File: src/rtl/oam_dma_controller_pkg.sv
// Shared memory-map constants and DMA sequencer state encodings.
// Reused by the PPU and bus decoder for the $2004/$4014 decode.
package oam_dma_controller_pkg;

    localparam logic [15:0] ADDR_OAMDMA  = 16'h4014;
    localparam logic [15:0] ADDR_OAMDATA = 16'h2004;

    typedef enum logic [2:0] {
        ST_IDLE  = 3'd0,
        ST_HALT  = 3'd1,
        ST_ALIGN = 3'd2,
        ST_READ  = 3'd3,
        ST_WRITE = 3'd4
    } dma_state_e;

endpackage

File: src/rtl/oam_dma_controller.sv
// Sprite OAM DMA sequencer: on a $4014 write, stalls the CPU and copies page PP
// into OAMDATA as 256 read/write pairs, then hands the bus back.
module oam_dma_controller
    import oam_dma_controller_pkg::*;
#(
    parameter logic [15:0] DMA_REG_ADDR = ADDR_OAMDMA,
    parameter logic [15:0] DEST_ADDR    = ADDR_OAMDATA,
    parameter bit          ALIGN_EN     = 1'b1
) (
    input  logic        clk_ph1,
    input  logic        rst,
    input  logic [15:0] cpu_addr,
    input  logic [7:0]  cpu_dout,
    input  logic        cpu_r_nw,
    input  logic [7:0]  bus_din,
    output logic [15:0] bus_addr,
    output logic [7:0]  bus_dout,
    output logic        bus_r_nw,
    output logic        cpu_rdy,
    output logic        dma_active
);

    dma_state_e state_q, state_d;
    logic [7:0] page_q, page_d;
    logic [7:0] idx_q, idx_d;
    logic [7:0] data_q, data_d;
    logic       cyc_par_q;

    always_ff @(posedge clk_ph1 or negedge rst) begin
        if (!rst) begin
            state_q   <= ST_IDLE;
            page_q    <= 8'h00;
            idx_q     <= 8'h00;
            data_q    <= 8'h00;
            cyc_par_q <= 1'b0;
        end else begin
            state_q   <= state_d;
            page_q    <= page_d;
            idx_q     <= idx_d;
            data_q    <= data_d;
            cyc_par_q <= ~cyc_par_q;
        end
    end

    always_comb begin
        state_d    = state_q;
        page_d     = page_q;
        idx_d      = idx_q;
        data_d     = data_q;
        bus_addr   = cpu_addr;
        bus_dout   = cpu_dout;
        bus_r_nw   = cpu_r_nw;
        cpu_rdy    = 1'b1;
        dma_active = 1'b0;

        unique case (state_q)
            ST_IDLE: begin
                // The triggering write itself still reaches the bus untouched.
                if (!cpu_r_nw && (cpu_addr == DMA_REG_ADDR)) begin
                    page_d  = cpu_dout;
                    idx_d   = 8'h00;
                    state_d = ST_HALT;
                end
            end
            ST_HALT: begin
                bus_addr   = {page_q, 8'h00};
                bus_dout   = data_q;
                bus_r_nw   = 1'b1;
                cpu_rdy    = 1'b0;
                dma_active = 1'b1;
                // Pad one cycle when needed so every READ lands on cyc_par=0.
                state_d    = (ALIGN_EN && !cyc_par_q) ? ST_ALIGN : ST_READ;
            end
            ST_ALIGN: begin
                bus_addr   = {page_q, 8'h00};
                bus_dout   = data_q;
                bus_r_nw   = 1'b1;
                cpu_rdy    = 1'b0;
                dma_active = 1'b1;
                state_d    = ST_READ;
            end
            ST_READ: begin
                bus_addr   = {page_q, idx_q};
                bus_dout   = data_q;
                bus_r_nw   = 1'b1;
                cpu_rdy    = 1'b0;
                dma_active = 1'b1;
                data_d     = bus_din;
                state_d    = ST_WRITE;
            end
            ST_WRITE: begin
                bus_addr   = DEST_ADDR;
                bus_dout   = data_q;
                bus_r_nw   = 1'b0;
                cpu_rdy    = 1'b0;
                dma_active = 1'b1;
                idx_d      = idx_q + 8'd1;
                state_d    = (idx_q == 8'hFF) ? ST_IDLE : ST_READ;
            end
            default: begin
                state_d = ST_IDLE;
            end
        endcase
    end

endmodule

File: config.mk
export PLATFORM = sky130hd
export DESIGN_NAME = oam_dma_controller
export DESIGN_NICKNAME = d
export VERILOG_FILES = /design/src/rtl/oam_dma_controller_pkg.sv /design/src/rtl/oam_dma_controller.sv
export SDC_FILE = /design/constraint.sdc
export NUM_CORES = 1
export LEC_CHECK = 0
export ABC_AREA = 1
export CORE_MARGIN = 3
export CORE_UTILIZATION = 40
export CTS_CLUSTER_SIZE = 24
export DETAILED_ROUTE_END_ITERATION = 8
export HOLD_SLACK_MARGIN = 0.1
export MAX_ROUTING_LAYER = met4
export PLACE_DENSITY_LB_ADDON = 0.1
export SLEW_MARGIN = 0
export SYNTH_ARGS = -nofsm -noshare
export SYNTH_HDL_FRONTEND = slang
export SYNTH_SLANG_ARGS = --single-unit
File: constraint.sdc
create_clock -name clk_ph1 -period 1.3 [get_ports clk_ph1]
set_clock_uncertainty 0.1 [all_clocks]
set_input_delay 0.195 -clock clk_ph1 [delete_from_list [all_inputs] [get_ports clk_ph1]]
set_output_delay 0.195 -clock clk_ph1 [all_outputs]
set_load 0.05 [all_outputs]
---- Yosys cells after proc, flatten, opt, wreduce, memory -nomap -nowiden ----
Cells that the tools add are included.
storage, ports and cells
  flip-flop bits (word level) ............. 28
  latch bits .............................. 0
  bits in writable memories ............... 0
  ROM bits ................................ 0
  input port bits ......................... 35
  output and inout port bits .............. 27
  word-level logic and storage cells ...... 34
  memories ................................ 0
operators by class
  add/sub/neg operators ................... 1
  $mul .................................... 0
  divide/modulo/power cells ............... 0
  magnitude comparators ................... 0
  equality and inequality tests ........... 7
  shifts and indexed selects .............. 0
  multiplexer cells ....................... 11
  bitwise gates (word level) .............. 1
  reductions and logical operators ........ 9
operator list
  kind                                                                      number
  16-bit case mux with 3 select lines                                       1
  16-bit by 15-bit equality test with 1-bit output (second input constant)  1
  8-bit two-way mux                                                         2
  8-bit case mux with 2 select lines                                        1
  3-bit case mux with 5 select lines                                        1
  8-bit by 1-bit adder with 8-bit output (second input constant)            1
  8-bit equality test (second input constant)                               1
  3-bit by 2-bit equality test with 1-bit output (second input constant)    2
  2-bit AND reduction                                                       2
  4-bit OR reduction                                                        1
  3-bit by 1-bit equality test with 1-bit output (second input constant)    1
  3-bit equality test (second input constant)                               1
  3-bit logical NOT                                                         1
  1-bit two-way mux                                                         3
  3-bit two-way mux                                                         1
  3-bit OR reduction                                                        1
  2-bit two-way mux                                                         1
  2-bit inequality test (second input constant)                             1
  1-bit case mux with 2 select lines                                        1
  2-bit nonzero test                                                        1
  2-bit OR reduction                                                        1
  1-bit logical AND                                                         1
  1-bit logical NOT                                                         1
  1-bit NOT                                                                 1

---- Depth between registers and ports, before layout ----
Gate-level depths: netlist of run 1.
  word-level depth ........................ 4
  gate-level depth with buffers ........... 8

---- Worst setup path before layout of run 1 ----
No wires, ideal clock.
  kind .................................... reg2out
  start point ............................. register state_q[2]
  end point ............................... output bus_addr[7]
  arrival ................................. 1.951 ns
  required time ........................... 1.005 ns
  setup slack ............................. -0.946 ns
  stages on the path, launching flop included .. 5
  buffers on the path ..................... 1
  path through ............................ dfrtp_1 > inv_1 > nand3_1 > buf_2 > o21ai_0
between the ends
  cells in the longest elaborated chain, start to end .. 3
  elaborated cells between the ends (all ways) .. 6
ends and longest elaborated chain
  what                                                                                                                     RTL line                  RTL
  from (decl)                                                                                                              oam_dma_controller.sv:23  dma_state_e state_q, state_d;
  from (signal assigned)                                                                                                   oam_dma_controller.sv:37  state_q <= state_d;
  3-bit by 2-bit equality test with 1-bit output / 3-bit by 1-bit equality test with 1-bit output (equally long branches)  oam_dma_controller.sv:56  unique case (state_q)
  2-bit OR reduction (no line)                                                                                             -
  16-bit case mux with 3 select lines (*)                                                                                  oam_dma_controller.sv:56
  to (decl)                                                                                                                oam_dma_controller.sv:16  output logic [15:0] bus_addr,
Every way passes the cells marked *; elsewhere a longest branch is shown, timed or not.

---- Worst setup path in the final report of run 1 ----
  start point ............................. register state_q[0]
  end point ............................... output bus_dout[7]
between the ends
  cells in the longest elaborated chain, start to end .. 3
  elaborated cells between the ends (all ways) .. 6
ends and longest elaborated chain
  what                                         RTL line                  RTL
  3-bit equality test (tied with other cells)  oam_dma_controller.sv:56
  4-bit OR reduction (no line) (*)             -
  8-bit two-way mux (*)                        oam_dma_controller.sv:56
  to (decl)                                    oam_dma_controller.sv:17  output logic [7:0] bus_dout,
Marks and branches as above.

==> results.sh, run 1 <==
export IMPL_outcome="finished with violations"
export IMPL_violations="negative setup slack"
export IMPL_critical_path_slowest_cell="dfrtp_1"
export IMPL_grt_overflow=0
export IMPL_cts_clk_slew_worst_paths_ns=0.11
export IMPL_ys_seq_area_share_pct=41.88
export IMPL_final_area_um2=3568
export IMPL_worst_pin_slew_ns=0.4811
export IMPL_wl_per_cell_um=20.26
export IMPL_dpl_cell_area_um2=2974
export IMPL_fmax_mhz=513.4
export IMPL_period_minus_slack_ns=1.948
export IMPL_grtUsageTotal_pct=28.00
export IMPL_firstDrtPassIters=6
export IMPL_synth_top_area_share_pct=41.88
export IMPL_grt_pass1_wl_um=10810
export IMPL_pin_count=62
export IMPL_first_iter_violations=247
export IMPL_path_max_fanout=6
export IMPL_syn2layout_area_growth_pct=113.3
export IMPL_p_leak_uw=0.001688
export IMPL_whs_ns=0.1589
export IMPL_drv_slew=0
export IMPL_synth_nets=274
export IMPL_yosys_top_cells_area="dfrtp_1 42%, nand2_1 24%, nand3_1 5.1%"
export IMPL_die_h_um=70.67
export IMPL_arrival_ns=1.65
export IMPL_coreArea_um2=3854
export IMPL_irDropWorstVdd_v=0.0005466
export IMPL_crit_path_end_kind="output pin"
export IMPL_ant_nets=0
export IMPL_initial_core_util_pct=43.41
export IMPL_drive_gt1_share_pct=46.11
export IMPL_synth_seq_cells=28
export IMPL_pre_cts_ws_ns=-0.3858
export IMPL_synthTopCellsByCount="106 x nand2_1, 28 x dfrtp_1, 20 x inv_1"
export IMPL_routed_wl_um=8003
export IMPL_hold_class="in -> async"
export IMPL_final_hold_viol_count=0
export IMPL_clkPwrFrac_pct=31.0
export IMPL_grt_antenna_before_repair=0
export IMPL_start_kind="register"
export IMPL_path_class="reg -> out"
export IMPL_num_antenna_cells=0
export IMPL_switchingPower_uw=479.0
export IMPL_port_buffers=61
export IMPL_p_seq_share_pct=49.3
export IMPL_slew_limit_headroom_pct=67.81
export IMPL_fin_crit_sh_pct=149.8
export IMPL_power_density_nw_per_um2=510.9
export IMPL_synth_top_area_cell="dfrtp_1"
export IMPL_synth_edf_count=0
export IMPL_fillers=117
export IMPL_p_int_uw=1344
export IMPL_synthCells=238
export IMPL_synthDistinctLibCells=26
export IMPL_worstPathRequired_ns=1.00
export IMPL_critPathMostFrequentCell="nand2_8"
export IMPL_cts_buffers=3
export IMPL_async_flop_share_pct=100.0
export IMPL_cts_tree="done"
export IMPL_yosysMostFrequentCell="nand2_1"
export IMPL_setup_violations=53
export IMPL_htreeDepth=1
export IMPL_synth_warning_count=0
export IMPL_grt_pass1_vias=2217
export IMPL_cp_cell_sequence="nor2_4 -> inv_4 -> nand2_8 -> nand2_8 -> clkbuf_16 -> nand2_8 -> nand2_8 -> buf_12"
export IMPL_max_stage_delay_ns=0.42
export IMPL_numClockSinks=28
export IMPL_hpwl_um=4208
export IMPL_syn_area_per_cell_um2=7.029
export IMPL_synth_main_ff_cell="dfrtp_1"
export IMPL_die_w_um=70.67
export IMPL_clockRootBuffer="clkbuf_8"
export IMPL_syn_area_um2=1673
export IMPL_fin_nets=384
export IMPL_setup_ws_ns=-0.6479
export IMPL_swShare_pct=26.28
export IMPL_grt_max_degree=29
export IMPL_post_route_drc_count=0
export IMPL_rows=22
export IMPL_maxCapViolCount=0
export IMPL_cts_path_max_buffers=2
export IMPL_place_congestion=0.8161
export IMPL_vias=2345
export IMPL_p_comb_share_pct=19.7
export IMPL_clk_latency_ns=0.28
export IMPL_dieArea_um2=4994
export IMPL_vias_per_cell=5.937
export IMPL_rsz0062_at_grt="true"
## flip-flops by register name, indices dropped and copies added, names as in the netlist
name / count
cyc_par_q: 1
state_q: 3
data_q: 8
idx_q: 8
page_q: 8
## what timing repair did
item | 4_1_cts | 5_1_grt
endpoints found under the setup margin | 53 | 54
gates cloned | 4 | 1
gates resized for setup | 63 | 35
hold buffers | 0 | 0
pin swaps | 5 | 14
buffers inserted | 4 | 11
## critical path, delay by kind of cell (launching register included)
kind | cells | cell delay (ns)
simple gates | 5 | 0.54
flops | 1 | 0.42
buf+inv | 3 | 0.40
## worst paths after layout
| check | startpoint | endpoint | slack, ns | depth (start not counted) |
|---|---|---|---|---|
| worst min-delay path | rst | state_q[0] | 0.16 | 2 |
| worst min register to register | cyc_par_q | cyc_par_q | 0.31 | 1 |
| worst max-delay path | state_q[0] | bus_dout[7] | -0.65 | 8 |
| worst max register to register | state_q[0] | page_q[2] | -0.64 | 10 |
| max in group asynchronous | rst | idx_q[4] | 0.76 | 2 |
| min in group clk_ph1 | cyc_par_q | cyc_par_q | 0.31 | 1 |
## through the flow
stage | util [%] | setup TNS [ns] | power [µW] | cells
after floorplan | - | -8.059 | 1013 | 238
after global placement | 77.18 | -13.01 | 1231 | 374
after detailed placement | 77.18 | -13.83 | 1237 | 374
after CTS | 87.18 | -21.40 | 1794 | 386
after global routing | 92.60 | -28.50 | 1873 | 395
final | 92.60 | -26.42 | 1823 | 395
## area by class of cell
cell class / instances / area [µm²] / share of cell area [%]
multi-input combinational: 183 / 1306 / 36.61
sequential: 28 / 700.7 / 19.64
inverter: 23 / 110.1 / 3.086
timing repair buffer: 107 / 1309 / 36.68
tap: 48 / 60.06 / 1.683
timing repair inverter: 2 / 27.53 / 0.7714
clock buffer: 4 / 55.05 / 1.543
## power by group through the flow
stage	clock network, µW	logic (µW)	registers [µW]
after CTS	557	342	895
after floorplan	0	106	907
after global placement	0	324	908
after detailed placement	0	328	908
final	566	359	898
after global routing	597	376	900
## routing by layer
layer  vias up  track usage, %  share of wire (%)
met4         0           12.32                6.6
met1      1104           33.57                 36
met2       181           45.95                 49
met3        63           5.256                8.8
li1        997               -                  -
met5         -               -                  0
## placed cells by master (no fill, tap or decap), drive strengths merged
cell           netlist  final
a22oi                1      1
nor3                 2      2
ha                   1      1
inv                 23     23
o22ai                2      2
buf                  5     71
dfrtp               28     28
nand3               18     18
o21ai               14     14
nand4               10     11
clkdlybuf4s50        0     34
clkinv               0      1
a21oi                2      2
a22o                 3      3
nand2              109    110
nor2                18     18
clkinvlp             0      1
clkbuf               1      6
o211ai               1      1
## cells by family after synthesis
| kind of cell | after synthesis | synth area share (%) |
|---|---|---|
| adders and majority gates | 1 | 0.7478 |
| and+or+nand+nor | 157 | 41.96 |
| AOI/OAI and AO/OA | 23 | 8.004 |
| DFF | 28 | 41.88 |
| buffers and inverters | 29 | 7.405 |
Power figures use the tool's default switching activity.
==> run 2, diff against run 1 <==
--- a/config.mk
+++ b/config.mk
@@ -6,6 +6,7 @@
 export NUM_CORES = 1
 export LEC_CHECK = 0
 export ABC_AREA = 1
+export ABC_CLOCK_PERIOD_IN_PS = 1300
 export CORE_MARGIN = 3
 export CORE_UTILIZATION = 40
 export CTS_CLUSTER_SIZE = 24
==> results of run 2 <==
The final DEF is identical to that of run 1; final timing and power are the same.
==> run 3, diff against run 2 <==
--- a/config.mk
+++ b/config.mk
@@ -6,9 +6,9 @@
 export NUM_CORES = 1
 export LEC_CHECK = 0
 export ABC_AREA = 1
-export ABC_CLOCK_PERIOD_IN_PS = 1300
+export ABC_CLOCK_PERIOD_IN_PS = 2440
 export CORE_MARGIN = 3
-export CORE_UTILIZATION = 40
+export CORE_UTILIZATION = 48
 export CTS_CLUSTER_SIZE = 24
 export DETAILED_ROUTE_END_ITERATION = 8
 export HOLD_SLACK_MARGIN = 0.1
==> constraint.sdc (replaced) <==
create_clock -name clk_ph1 -period 2.44 [get_ports clk_ph1]
set_clock_uncertainty 0.1 [all_clocks]
set_input_delay 0.366 -clock clk_ph1 [delete_from_list [all_inputs] [get_ports clk_ph1]]
set_output_delay 0.366 -clock clk_ph1 [all_outputs]
set_load 0.05 [all_outputs]
==> results.sh, run 3 (synthesis gave the netlist of run 1 again) <==
export IMPL_post_cts_setup_buffers=0
export IMPL_outcome="complete, no violations"
export IMPL_place_congestion=0.8639
export IMPL_highest_layer="met4"
export IMPL_post_cts_resized=0
export IMPL_dieArea_um2=4230
export IMPL_die_h_um=65.04
export IMPL_cts_buffers=3
export IMPL_final_cell_mix="106 x nand2_1, 34 x clkdlybuf4s50_1, 28 x dfrtp_1"
export IMPL_rows=20
export IMPL_worstPathRequired_ns=1.97
export IMPL_htreeDepth=1
export IMPL_setup_violations=0
export IMPL_arrival_ns=1.85
export IMPL_grt_pass1_wl_um=7879
export IMPL_path_class="reg -> out"
export IMPL_slew_limit_headroom_pct=66.66
export IMPL_initial_core_util_pct=52.64
export IMPL_cts_clk_slew_worst_paths_ns=0.15
export IMPL_maxCapViolCount=0
export IMPL_reg_top3="data_q x8, idx_q x8, page_q x8"
export IMPL_rrSetupSlack_ns=0.91
export IMPL_fin_nets=338
export IMPL_die_w_um=65.04
export IMPL_path_max_fanout=19
export IMPL_clk_latency_ns=0.33
export IMPL_firstDrtPassIters=4
export IMPL_cp_cell_sequence="inv_1 -> nand2_2 -> nand2_4 -> clkinv_8 -> nand2_1 -> o21ai_0 -> buf_12"
export IMPL_clockRootBuffer="clkbuf_4"
export IMPL_syn2layout_area_growth_pct=56.92
export IMPL_final_hold_viol_count=0
export IMPL_period_minus_slack_ns=2.319
export IMPL_reg2reg_from="state_q[1]"
export IMPL_port_buffers=61
export IMPL_path_buf_inv=3
export IMPL_crit_path_end_kind="output pin"
export IMPL_met2_length_um=2333
export IMPL_drive_gt1_share_pct=15.61
export IMPL_coreArea_um2=3178
export IMPL_rsz0062_at_grt="false"
export IMPL_reg2reg_depth=6
export IMPL_wl_per_cell_um=14.24
export IMPL_grtUsageTotal_pct=24.91
export IMPL_p_leak_uw=0.001301
export IMPL_r2r_end="page_q[0]"
export IMPL_critical_path_slowest_cell="dfrtp_1"
export IMPL_irDropWorstVdd_v=0.0002578
export IMPL_grt_overflow=0
export IMPL_fillers=212
export IMPL_hold_class="in -> async"
export IMPL_fin_crit_sh_pct=95.05
export IMPL_post_route_drc_count=0
export IMPL_ant_nets=0
export IMPL_met1Wirelength_um=2061
export IMPL_cts_tree="done"
export IMPL_routed_wl_met3_um=451
export IMPL_power_density_nw_per_um2=326.2
export IMPL_grt_max_degree=29
export IMPL_layout_cells_most_common="nand2_1"
export IMPL_cp_top_family="buffers and inverters"
export IMPL_postCtsHoldBufs=0
export IMPL_worst_pin_slew_ns=0.4974
export IMPL_grt_antenna_before_repair=0
export IMPL_routed_wl_um=4914
export IMPL_numClockSinks=28
export IMPL_fmax_mhz=431.2
export IMPL_grt_pass1_vias=1700
export IMPL_start_kind="register"
export IMPL_hpwl_um=3786
export IMPL_num_antenna_cells=0
export IMPL_finish_utilization_pct=82.60
export IMPL_vias_per_cell=5.267
export IMPL_drv_slew=0
export IMPL_vias=1817
export IMPL_first_iter_violations=150
export IMPL_cts_path_max_buffers=2
export IMPL_fin_setup_tns_ns=0
export IMPL_pin_count=62
export IMPL_max_stage_delay_ns=0.46
run 3: layout make-up:
| cell class | count | area, µm² | area share [%] |
|---|---|---|---|
| repair buffers | 65 | 885.9 | 33.75 |
| multi-input cells | 181 | 848.3 | 32.32 |
| flip-flops and latches | 28 | 700.7 | 26.69 |
| inverters | 23 | 98.84 | 3.765 |
| well taps | 44 | 55.05 | 2.097 |
| clock buffers | 4 | 36.28 | 1.382 |
run 3: power by group:
part           switching, µW  total (µW)  internal (µW)  leakage [µW]
Clock                    137         228           91.4     0.0000210
Combinational           70.3         154           83.4      0.000946
Sequential              3.55         474            471      0.000334
run 3: worst max path at each step:
stage / from / end / cells after the start
floorplan: state_q[2] / bus_addr[7] / 4
global placement: state_q[1] / bus_addr[6] / 8
detailed placement: state_q[1] / bus_addr[5] / 8
CTS: state_q[1] / bus_addr[7] / 8
global route: state_q[1] / bus_addr[5] / 8
finish: state_q[2] / bus_addr[7] / 7
run 3: layer usage:
layer	global-route usage, %	up-vias
li1	-	889
met1	31.94	815
met2	39.85	105
met3	5.373	8
met4	7.254	0
met5	-	-
run 3: stage by stage:
stage | setup slack (ns) | area, µm² | hold slack, ns | total power (µW) | std cells
2_1_floorplan | 0.02329 | 1673 | -0.02959 | 527.6 | 238
3_3_place_gp | 0.5187 | 2579 | 0.2978 | 635.3 | 341
3_5_place_dp | 0.4451 | 2579 | 0.3038 | 636.9 | 341
4_1_cts | 0.05150 | 2615 | 0.3051 | 862.1 | 345
5_1_grt | 0.009307 | 2625 | 0.3024 | 896.5 | 345
6_report | 0.1209 | 2625 | 0.2939 | 856.3 | 345
